<file path="src/rtl/ldr_str_unit_if.sv">
// Request, memory-file and writeback-response bundle of the LDR/STR memory-access stage.
// The slave modport is the unit's view; master is the surrounding pipeline/memory view.
interface ldr_str_unit_if #(
    parameter int ADDR_W = 4,
    parameter int DATA_W = 32
);
    logic              req_valid;
    logic              req_ready;
    logic              req_load;
    logic              req_up;
    logic              req_pre;
    logic              req_wb;
    logic [DATA_W-1:0] req_base;
    logic [11:0]       req_offset;
    logic [3:0]        req_rd;
    logic [3:0]        req_rn;
    logic [DATA_W-1:0] req_store_data;

    logic [ADDR_W-1:0] mem_addr;
    logic [DATA_W-1:0] mem_write_data;
    logic              mem_ldr_str_en;
    logic              mem_load_en;
    logic              mem_store_en;
    logic [DATA_W-1:0] mem_read_data;

    logic              resp_valid;
    logic              resp_ready;
    logic              resp_rd_we;
    logic [3:0]        resp_rd;
    logic [DATA_W-1:0] resp_rd_data;
    logic              resp_rn_we;
    logic [3:0]        resp_rn;
    logic [DATA_W-1:0] resp_rn_data;
    logic              resp_fault;

    modport slave (
        input  req_valid, req_load, req_up, req_pre, req_wb, req_base, req_offset,
               req_rd, req_rn, req_store_data, mem_read_data, resp_ready,
        output req_ready, mem_addr, mem_write_data, mem_ldr_str_en, mem_load_en,
               mem_store_en, resp_valid, resp_rd_we, resp_rd, resp_rd_data,
               resp_rn_we, resp_rn, resp_rn_data, resp_fault
    );

    modport master (
        output req_valid, req_load, req_up, req_pre, req_wb, req_base, req_offset,
               req_rd, req_rn, req_store_data, mem_read_data, resp_ready,
        input  req_ready, mem_addr, mem_write_data, mem_ldr_str_en, mem_load_en,
               mem_store_en, resp_valid, resp_rd_we, resp_rd, resp_rd_data,
               resp_rn_we, resp_rn, resp_rn_data, resp_fault
    );
endinterface

</file>
<file path="src/rtl/ldr_str_unit.sv">
// LDR/STR memory-access stage: effective address, single-cycle memory enable pulse, writeback response.
// Macro LDR_STR_BASE_WB_EN enables the Rn base-writeback response; undefined ties resp_rn_we low.
module ldr_str_unit #(
    parameter int ADDR_W = 4,
    parameter int DATA_W = 32
) (
    input logic           clk,
    input logic           rst,
    ldr_str_unit_if.slave bus
);
    typedef enum logic [1:0] {
        IDLE   = 2'd0,
        ADDR   = 2'd1,
        ACCESS = 2'd2,
        RESP   = 2'd3
    } state_t;

    state_t state_r, state_nx;

    logic              load_r, up_r, pre_r;
    logic [DATA_W-1:0] base_r;
    logic [11:0]       offset_r;
    logic [3:0]        rd_r, rn_r;
    logic [DATA_W-1:0] store_data_r;

    logic [DATA_W-1:0] upd_s, ea_s;
    logic              fault_s, rn_we_s;

    logic [ADDR_W-1:0] mem_addr_r;
    logic [DATA_W-1:0] mem_write_data_r;
    logic              en_r, load_en_r, store_en_r;
    logic              req_ready_r, resp_valid_r;
    logic              fault_r, rd_we_r, rn_we_r;
    logic [DATA_W-1:0] rd_data_r, upd_r;

`ifdef LDR_STR_BASE_WB_EN
    logic wb_r;
`else
    logic unused_wb_s;
    assign unused_wb_s = bus.req_wb;
`endif

    // State register
    always_ff @(posedge clk or negedge rst) begin
        if (!rst) begin
            state_r <= IDLE;
        end else begin
            state_r <= state_nx;
        end
    end

    // Next-state decode
    always_comb begin
        state_nx = state_r;
        case (state_r)
            IDLE:    if (bus.req_valid) state_nx = ADDR;   else state_nx = IDLE;
            ADDR:    if (fault_s)       state_nx = RESP;   else state_nx = ACCESS;
            ACCESS:  state_nx = RESP;
            RESP:    if (bus.resp_ready) state_nx = IDLE;  else state_nx = RESP;
            default: state_nx = IDLE;
        endcase
    end

    // Effective address, fault detection and base-writeback qualification
    always_comb begin
        upd_s   = '0;
        ea_s    = '0;
        fault_s = 1'b0;
        rn_we_s = 1'b0;
        if (up_r) begin
            upd_s = base_r + {{(DATA_W-12){1'b0}}, offset_r};
        end else begin
            upd_s = base_r - {{(DATA_W-12){1'b0}}, offset_r};
        end
        if (pre_r) begin
            ea_s = upd_s;
        end else begin
            ea_s = base_r;
        end
        fault_s = (ea_s[1:0] != 2'b00) || (ea_s[DATA_W-1:ADDR_W+2] != '0);
`ifdef LDR_STR_BASE_WB_EN
        // A load into the base register itself keeps the loaded value
        rn_we_s = !fault_s && (!pre_r || wb_r) && !(load_r && (rd_r == rn_r));
`else
        rn_we_s = 1'b0;
`endif
    end

    // Request capture and response/memory datapath registers
    always_ff @(posedge clk or negedge rst) begin
        if (!rst) begin
            load_r           <= 1'b0;
            up_r             <= 1'b0;
            pre_r            <= 1'b0;
            base_r           <= '0;
            offset_r         <= 12'd0;
            rd_r             <= 4'd0;
            rn_r             <= 4'd0;
            store_data_r     <= '0;
            mem_addr_r       <= '0;
            mem_write_data_r <= '0;
            fault_r          <= 1'b0;
            rd_we_r          <= 1'b0;
            rn_we_r          <= 1'b0;
            rd_data_r        <= '0;
            upd_r            <= '0;
`ifdef LDR_STR_BASE_WB_EN
            wb_r             <= 1'b0;
`endif
        end else begin
            if ((state_r == IDLE) && bus.req_valid) begin
                load_r       <= bus.req_load;
                up_r         <= bus.req_up;
                pre_r        <= bus.req_pre;
                base_r       <= bus.req_base;
                offset_r     <= bus.req_offset;
                rd_r         <= bus.req_rd;
                rn_r         <= bus.req_rn;
                store_data_r <= bus.req_store_data;
`ifdef LDR_STR_BASE_WB_EN
                wb_r         <= bus.req_wb;
`endif
            end
            // Address/data move only here, while every enable is still low
            if (state_r == ADDR) begin
                mem_addr_r       <= ea_s[ADDR_W+1:2];
                mem_write_data_r <= store_data_r;
                fault_r          <= fault_s;
                rd_we_r          <= load_r && !fault_s;
                rn_we_r          <= rn_we_s;
                upd_r            <= upd_s;
                rd_data_r        <= '0;
            end
            if ((state_r == ACCESS) && load_r) begin
                rd_data_r <= bus.mem_read_data;
            end
        end
    end

    // Handshake flags and memory enables registered from the next state so they never glitch
    always_ff @(posedge clk or negedge rst) begin
        if (!rst) begin
            req_ready_r  <= 1'b1;
            resp_valid_r <= 1'b0;
            en_r         <= 1'b0;
            load_en_r    <= 1'b0;
            store_en_r   <= 1'b0;
        end else begin
            req_ready_r  <= (state_nx == IDLE);
            resp_valid_r <= (state_nx == RESP);
            en_r         <= (state_nx == ACCESS);
            load_en_r    <= (state_nx == ACCESS) && load_r;
            store_en_r   <= (state_nx == ACCESS) && !load_r;
        end
    end

    assign bus.req_ready      = req_ready_r;
    assign bus.mem_addr       = mem_addr_r;
    assign bus.mem_write_data = mem_write_data_r;
    assign bus.mem_ldr_str_en = en_r;
    assign bus.mem_load_en    = load_en_r;
    assign bus.mem_store_en   = store_en_r;
    assign bus.resp_valid     = resp_valid_r;
    assign bus.resp_rd_we     = rd_we_r;
    assign bus.resp_rd        = rd_r;
    assign bus.resp_rd_data   = rd_data_r;
    assign bus.resp_rn_we     = rn_we_r;
    assign bus.resp_rn        = rn_r;
    assign bus.resp_rn_data   = upd_r;
    assign bus.resp_fault     = fault_r;
endmodule

</file>
<file path="src/flat_wrapper.sv">
// flat-port wrapper written by rule: the top's interface ports become plain ports
module ldr_str_unit_flat 
#(
    parameter int ADDR_W = 4,
    parameter int DATA_W = 32
)
  (clk, rst, bus_req_valid, bus_req_load, bus_req_up, bus_req_pre, bus_req_wb, bus_req_base, bus_req_offset, bus_req_rd, bus_req_rn, bus_req_store_data, bus_mem_read_data, bus_resp_ready, bus_req_ready, bus_mem_addr, bus_mem_write_data, bus_mem_ldr_str_en, bus_mem_load_en, bus_mem_store_en, bus_resp_valid, bus_resp_rd_we, bus_resp_rd, bus_resp_rd_data, bus_resp_rn_we, bus_resp_rn, bus_resp_rn_data, bus_resp_fault);
  ldr_str_unit_if #(.ADDR_W(ADDR_W), .DATA_W(DATA_W)) bus_i ();
  input logic clk;
  input logic rst;
  input wire logic [$bits(bus_i.req_valid)-1:0] bus_req_valid;
  input wire logic [$bits(bus_i.req_load)-1:0] bus_req_load;
  input wire logic [$bits(bus_i.req_up)-1:0] bus_req_up;
  input wire logic [$bits(bus_i.req_pre)-1:0] bus_req_pre;
  input wire logic [$bits(bus_i.req_wb)-1:0] bus_req_wb;
  input wire logic [$bits(bus_i.req_base)-1:0] bus_req_base;
  input wire logic [$bits(bus_i.req_offset)-1:0] bus_req_offset;
  input wire logic [$bits(bus_i.req_rd)-1:0] bus_req_rd;
  input wire logic [$bits(bus_i.req_rn)-1:0] bus_req_rn;
  input wire logic [$bits(bus_i.req_store_data)-1:0] bus_req_store_data;
  input wire logic [$bits(bus_i.mem_read_data)-1:0] bus_mem_read_data;
  input wire logic [$bits(bus_i.resp_ready)-1:0] bus_resp_ready;
  output wire logic [$bits(bus_i.req_ready)-1:0] bus_req_ready;
  output wire logic [$bits(bus_i.mem_addr)-1:0] bus_mem_addr;
  output wire logic [$bits(bus_i.mem_write_data)-1:0] bus_mem_write_data;
  output wire logic [$bits(bus_i.mem_ldr_str_en)-1:0] bus_mem_ldr_str_en;
  output wire logic [$bits(bus_i.mem_load_en)-1:0] bus_mem_load_en;
  output wire logic [$bits(bus_i.mem_store_en)-1:0] bus_mem_store_en;
  output wire logic [$bits(bus_i.resp_valid)-1:0] bus_resp_valid;
  output wire logic [$bits(bus_i.resp_rd_we)-1:0] bus_resp_rd_we;
  output wire logic [$bits(bus_i.resp_rd)-1:0] bus_resp_rd;
  output wire logic [$bits(bus_i.resp_rd_data)-1:0] bus_resp_rd_data;
  output wire logic [$bits(bus_i.resp_rn_we)-1:0] bus_resp_rn_we;
  output wire logic [$bits(bus_i.resp_rn)-1:0] bus_resp_rn;
  output wire logic [$bits(bus_i.resp_rn_data)-1:0] bus_resp_rn_data;
  output wire logic [$bits(bus_i.resp_fault)-1:0] bus_resp_fault;
  assign bus_i.req_valid = bus_req_valid;
  assign bus_i.req_load = bus_req_load;
  assign bus_i.req_up = bus_req_up;
  assign bus_i.req_pre = bus_req_pre;
  assign bus_i.req_wb = bus_req_wb;
  assign bus_i.req_base = bus_req_base;
  assign bus_i.req_offset = bus_req_offset;
  assign bus_i.req_rd = bus_req_rd;
  assign bus_i.req_rn = bus_req_rn;
  assign bus_i.req_store_data = bus_req_store_data;
  assign bus_i.mem_read_data = bus_mem_read_data;
  assign bus_i.resp_ready = bus_resp_ready;
  assign bus_req_ready = bus_i.req_ready;
  assign bus_mem_addr = bus_i.mem_addr;
  assign bus_mem_write_data = bus_i.mem_write_data;
  assign bus_mem_ldr_str_en = bus_i.mem_ldr_str_en;
  assign bus_mem_load_en = bus_i.mem_load_en;
  assign bus_mem_store_en = bus_i.mem_store_en;
  assign bus_resp_valid = bus_i.resp_valid;
  assign bus_resp_rd_we = bus_i.resp_rd_we;
  assign bus_resp_rd = bus_i.resp_rd;
  assign bus_resp_rd_data = bus_i.resp_rd_data;
  assign bus_resp_rn_we = bus_i.resp_rn_we;
  assign bus_resp_rn = bus_i.resp_rn;
  assign bus_resp_rn_data = bus_i.resp_rn_data;
  assign bus_resp_fault = bus_i.resp_fault;
  ldr_str_unit #(.ADDR_W(ADDR_W), .DATA_W(DATA_W)) u_core (.clk(clk), .rst(rst), .bus(bus_i));
endmodule
</file>
<file path="config.mk">
export PLATFORM = sky130hd
export DESIGN_NAME = ldr_str_unit_flat
export DESIGN_NICKNAME = d
export VERILOG_FILES = /design/src/rtl/ldr_str_unit_if.sv /design/src/rtl/ldr_str_unit.sv /design/src/flat_wrapper.sv
export SDC_FILE = /design/constraint.sdc
export NUM_CORES = 1
export LEC_CHECK = 0
export ABC_AREA = 1
export BUFFER_PORTS_ARGS = -buffer_cell sky130_fd_sc_hd__buf_4
export CORE_ASPECT_RATIO = 1.2
export CORE_MARGIN = 2
export CORE_UTILIZATION = 40
export DETAILED_ROUTE_END_ITERATION = 8
export MAX_ROUTING_LAYER = met4
export PLACE_DENSITY_LB_ADDON = 0.08
export SYNTH_ARGS = -nofsm -noshare
export SYNTH_HDL_FRONTEND = slang
export SYNTH_SLANG_ARGS = --single-unit
</file>
<file path="constraint.sdc">
create_clock -name clk -period 4.7 [get_ports clk]
set_input_delay 0.235 -clock clk [delete_from_list [all_inputs] [get_ports clk]]
set_output_delay 0.235 -clock clk [all_outputs]
set_load 0.005 [all_outputs]
</file>
==> flow_summary.yaml <==
outcome:
  outcome: "complete, no violations"
floorplanning:
  dieArea_um2: 26110
  rows: 63
  fp.dieH_um: 176.6
  start_util_pct: 40.39
  ios: 240
  core_um2: 24590
  chipWidth_um: 147.9
critical_path:
  cp-start-kind: "flip-flop"
  startpoint: "u_core.offset_r[0]"
  timing.critical_path.arrival_ps: 4480
  reg2reg_depth: 22
  critPathKind: "reg -> reg"
  end_kind: "flip-flop"
  reg2reg_from: "u_core.offset_r[0]"
  crit_fanout: 5
  cp.required_ps: 5020
synthesis:
  synth-async-reset-ratio_pct: 100.0
  synth_top_family_by_area: "simple AND/OR/NAND/NOR gates"
  synthesis.nets: 1286
  avgSynthCellArea_um2: 8.783
  synthDistinctLibCells: 40
  synth_xor_area_share_pct: 1.763
  syn_inst: 1131
  synthMuxAreaShare_pct: 8.502
  synth_edf_count: 0
  synthSimpleGateAreaFrac_pct: 23.24
  yosys.area_share.adder_pct: 3.980
  synth-seq-cells: 196
  synth_compound_area_share_pct: 7.192
  synthFlopType: "dfrtp_1"
  yosys_warnings: 0
  syn_area_um2: 9933
  seq_area_frac_synth_pct: 49.39
sta:
  setup_viol: 0
  max_freq_ghz: 0.2406
  hold_viol: 0
  tightest_slew_ps: 1054
  finalMaxSlewViolations: 0
  tns_ps: 0
  clock_skew_ps: 7.713
  rsz0062_at_grt: "false"
  fin_crit_ps: 4156
  fin_crit_sh_pct: 88.43
  slew_headroom_pct: 29.65
drt:
  drc: 0
  num_vias: 8217
  firstDrtPassIters: 5
  antenna_left: 0
  wl_um: 27580
  first_iter_violations: 386
  vias_per_cell: 4.851
  routedWlPerCell_um: 16.28
finish:
  seq_area_um2: 4906
  drive_gt1_share_pct: 28.20
  nets: 1511
  antenna_cells: 0
  final_cells: 1694
  multi_input_area_um2: 4459
  syn_to_final_growth_pct: 27.19
  layout_common_cells: "nand2_1, buf_4, dfrtp_1"
  design_area_um2: 12630
  n_fill_cell: 2422
  layout_commonest_cell: "nand2_1"
min_path:
  holdCritStartpoint: "bus_req_rd[3]"
  hold_depth: 2
  worst_hold_path_type: "in -> reg"
cts:
  hold_buffers: 1
  clkSinkCount: 196
  insertion_delay_ps: 440
  cts-buffers-inserted: 17
  cts_max_path_buffers: 2
  cts-resized-gates: 0
  h-tree-depth: 4
  path_clk_slew_ps: 80
  postCtsSetupRepairBufs: 0
  cts_root_buf: "clkbuf_16"
  cts_tree: "done"
pwr:
  power_mw: 10.70
  leakage_nw: 6.593
  ir_worst_vdd_mv: 0.3561
  p_per_area_nw_per_um2: 846.5
run:
  drv_cap: 0
global_routing:
  grt_use_total_pct: 22.16
  grt_max_degree: 107
  antenna_found_initial: 0
  grt_pass1_wl_um: 43740
  first_global_vias: 8394
  grt-ovfl-total: 0
placed_design:
  portBuffers: 237
  place_hpwl_um: 20350
  placed_area_um2: 12050
  place.gp.congestion: 0.9210
  placed_cells: 1661
-- flip-flops by register name (all words and copies together), names as in the netlist, 12 cells and up --
| register | flops |
|---|---|
| u_core.base_r | 32 |
| u_core.bus.mem_write_data | 32 |
| u_core.bus.resp_rd_data | 32 |
| u_core.bus.resp_rn_data | 32 |
| u_core.store_data_r | 32 |
| u_core.offset_r | 12 |
-- synth_stat cells, drive strengths merged, types with 9 or more instances --
cell type | n | area [um2]
ha | 30 | 375.4
nand4 | 20 | 137.6
o21ai | 67 | 339.1
mux2 | 75 | 844.6
nand2 | 315 | 1255
nand3 | 73 | 392.9
clkbuf | 32 | 120.1
dfrtp | 195 | 4880
a31oi | 9 | 56.30
a21oi | 44 | 220.2
nor2 | 90 | 375.4
xor2 | 14 | 122.6
inv | 117 | 439.2
nor4 | 9 | 56.30
-- through the flow --
stage	hold WS [ps]	util, %	setup WS [ps]
after floorplan	-60.59	-	1368
after global placement	357.2	48.99	688.0
after detailed placement	357.7	48.99	640.1
after CTS	2.516	51.37	563.8
after global routing	2.937	51.37	38.14
final	21.32	51.37	543.7
-- final timing paths --
check / endpoint / slack (ps)
max in group asynchronous: u_core.bus.resp_rd_data[19] / 3190
min in group asynchronous: u_core.base_r[15] / 420
setup / recovery: u_core.bus.resp_fault / 540
hold reg to reg: u_core.bus.mem_write_data[31] / 470
setup reg to reg: u_core.bus.resp_fault / 540
hold / removal: u_core.bus.resp_rd[3] / 20
-- per-layer routing --
metal	vias to the layer above	track usage [%]	wire [um]
met2	180	37.50	13830
met5	-	-	0
li1	4140	-	-
met4	0	7.778	798
met3	40	5.722	1499
met1	3857	25.62	11450
-- report_power, final --
part           internal, mW  total [mW]  switching [mW]
sequential             2.53        3.09           0.557
combinational          2.48        6.16            3.68
clock                 0.746        1.45           0.707
total                  5.76        10.7            4.94
-- area by class of cell --
class	instances	share of cell area (%)
clock inverters	15	1.198
inverters	117	3.486
repair buffers	243	14.61
well taps	325	3.218
multi-input cells	781	35.29
clock buffers	17	3.367
flip-flops and latches	196	38.83
-- critical path, stage by stage, from the launching register on --
cell and delay (ps):
dfrtp_1 400, nor3_1 320, nand4_1 250, nor4_1 270, ha_1 300, nand2_1 60
o21ai_0 80, ha_1 370, a21oi_1 250, a21boi_0 260, nand2_1 150, xor2_1 220
nand3_1 120, nor2_1 110, nand3_1 140, nor2_1 140, nand3_1 80, nor2_1 90
nand2_1 100, nand2_2 100, nand2_2 80, nand2_2 80, nand2_1 60
-- cells by family (layout without fill, tap and decap cells) --
family | after synthesis | in the layout
adders and majority gates | 31 | 31
AOI/OAI and AO/OA | 133 | 133
other | 1 | 1
buffers and inverters | 154 | 392
muxes | 75 | 75
and+or+nand+nor | 521 | 521
DFF | 196 | 196
xor gates and xnor gates | 20 | 20
No activity file was read; power rests on OpenSTA's default activity.
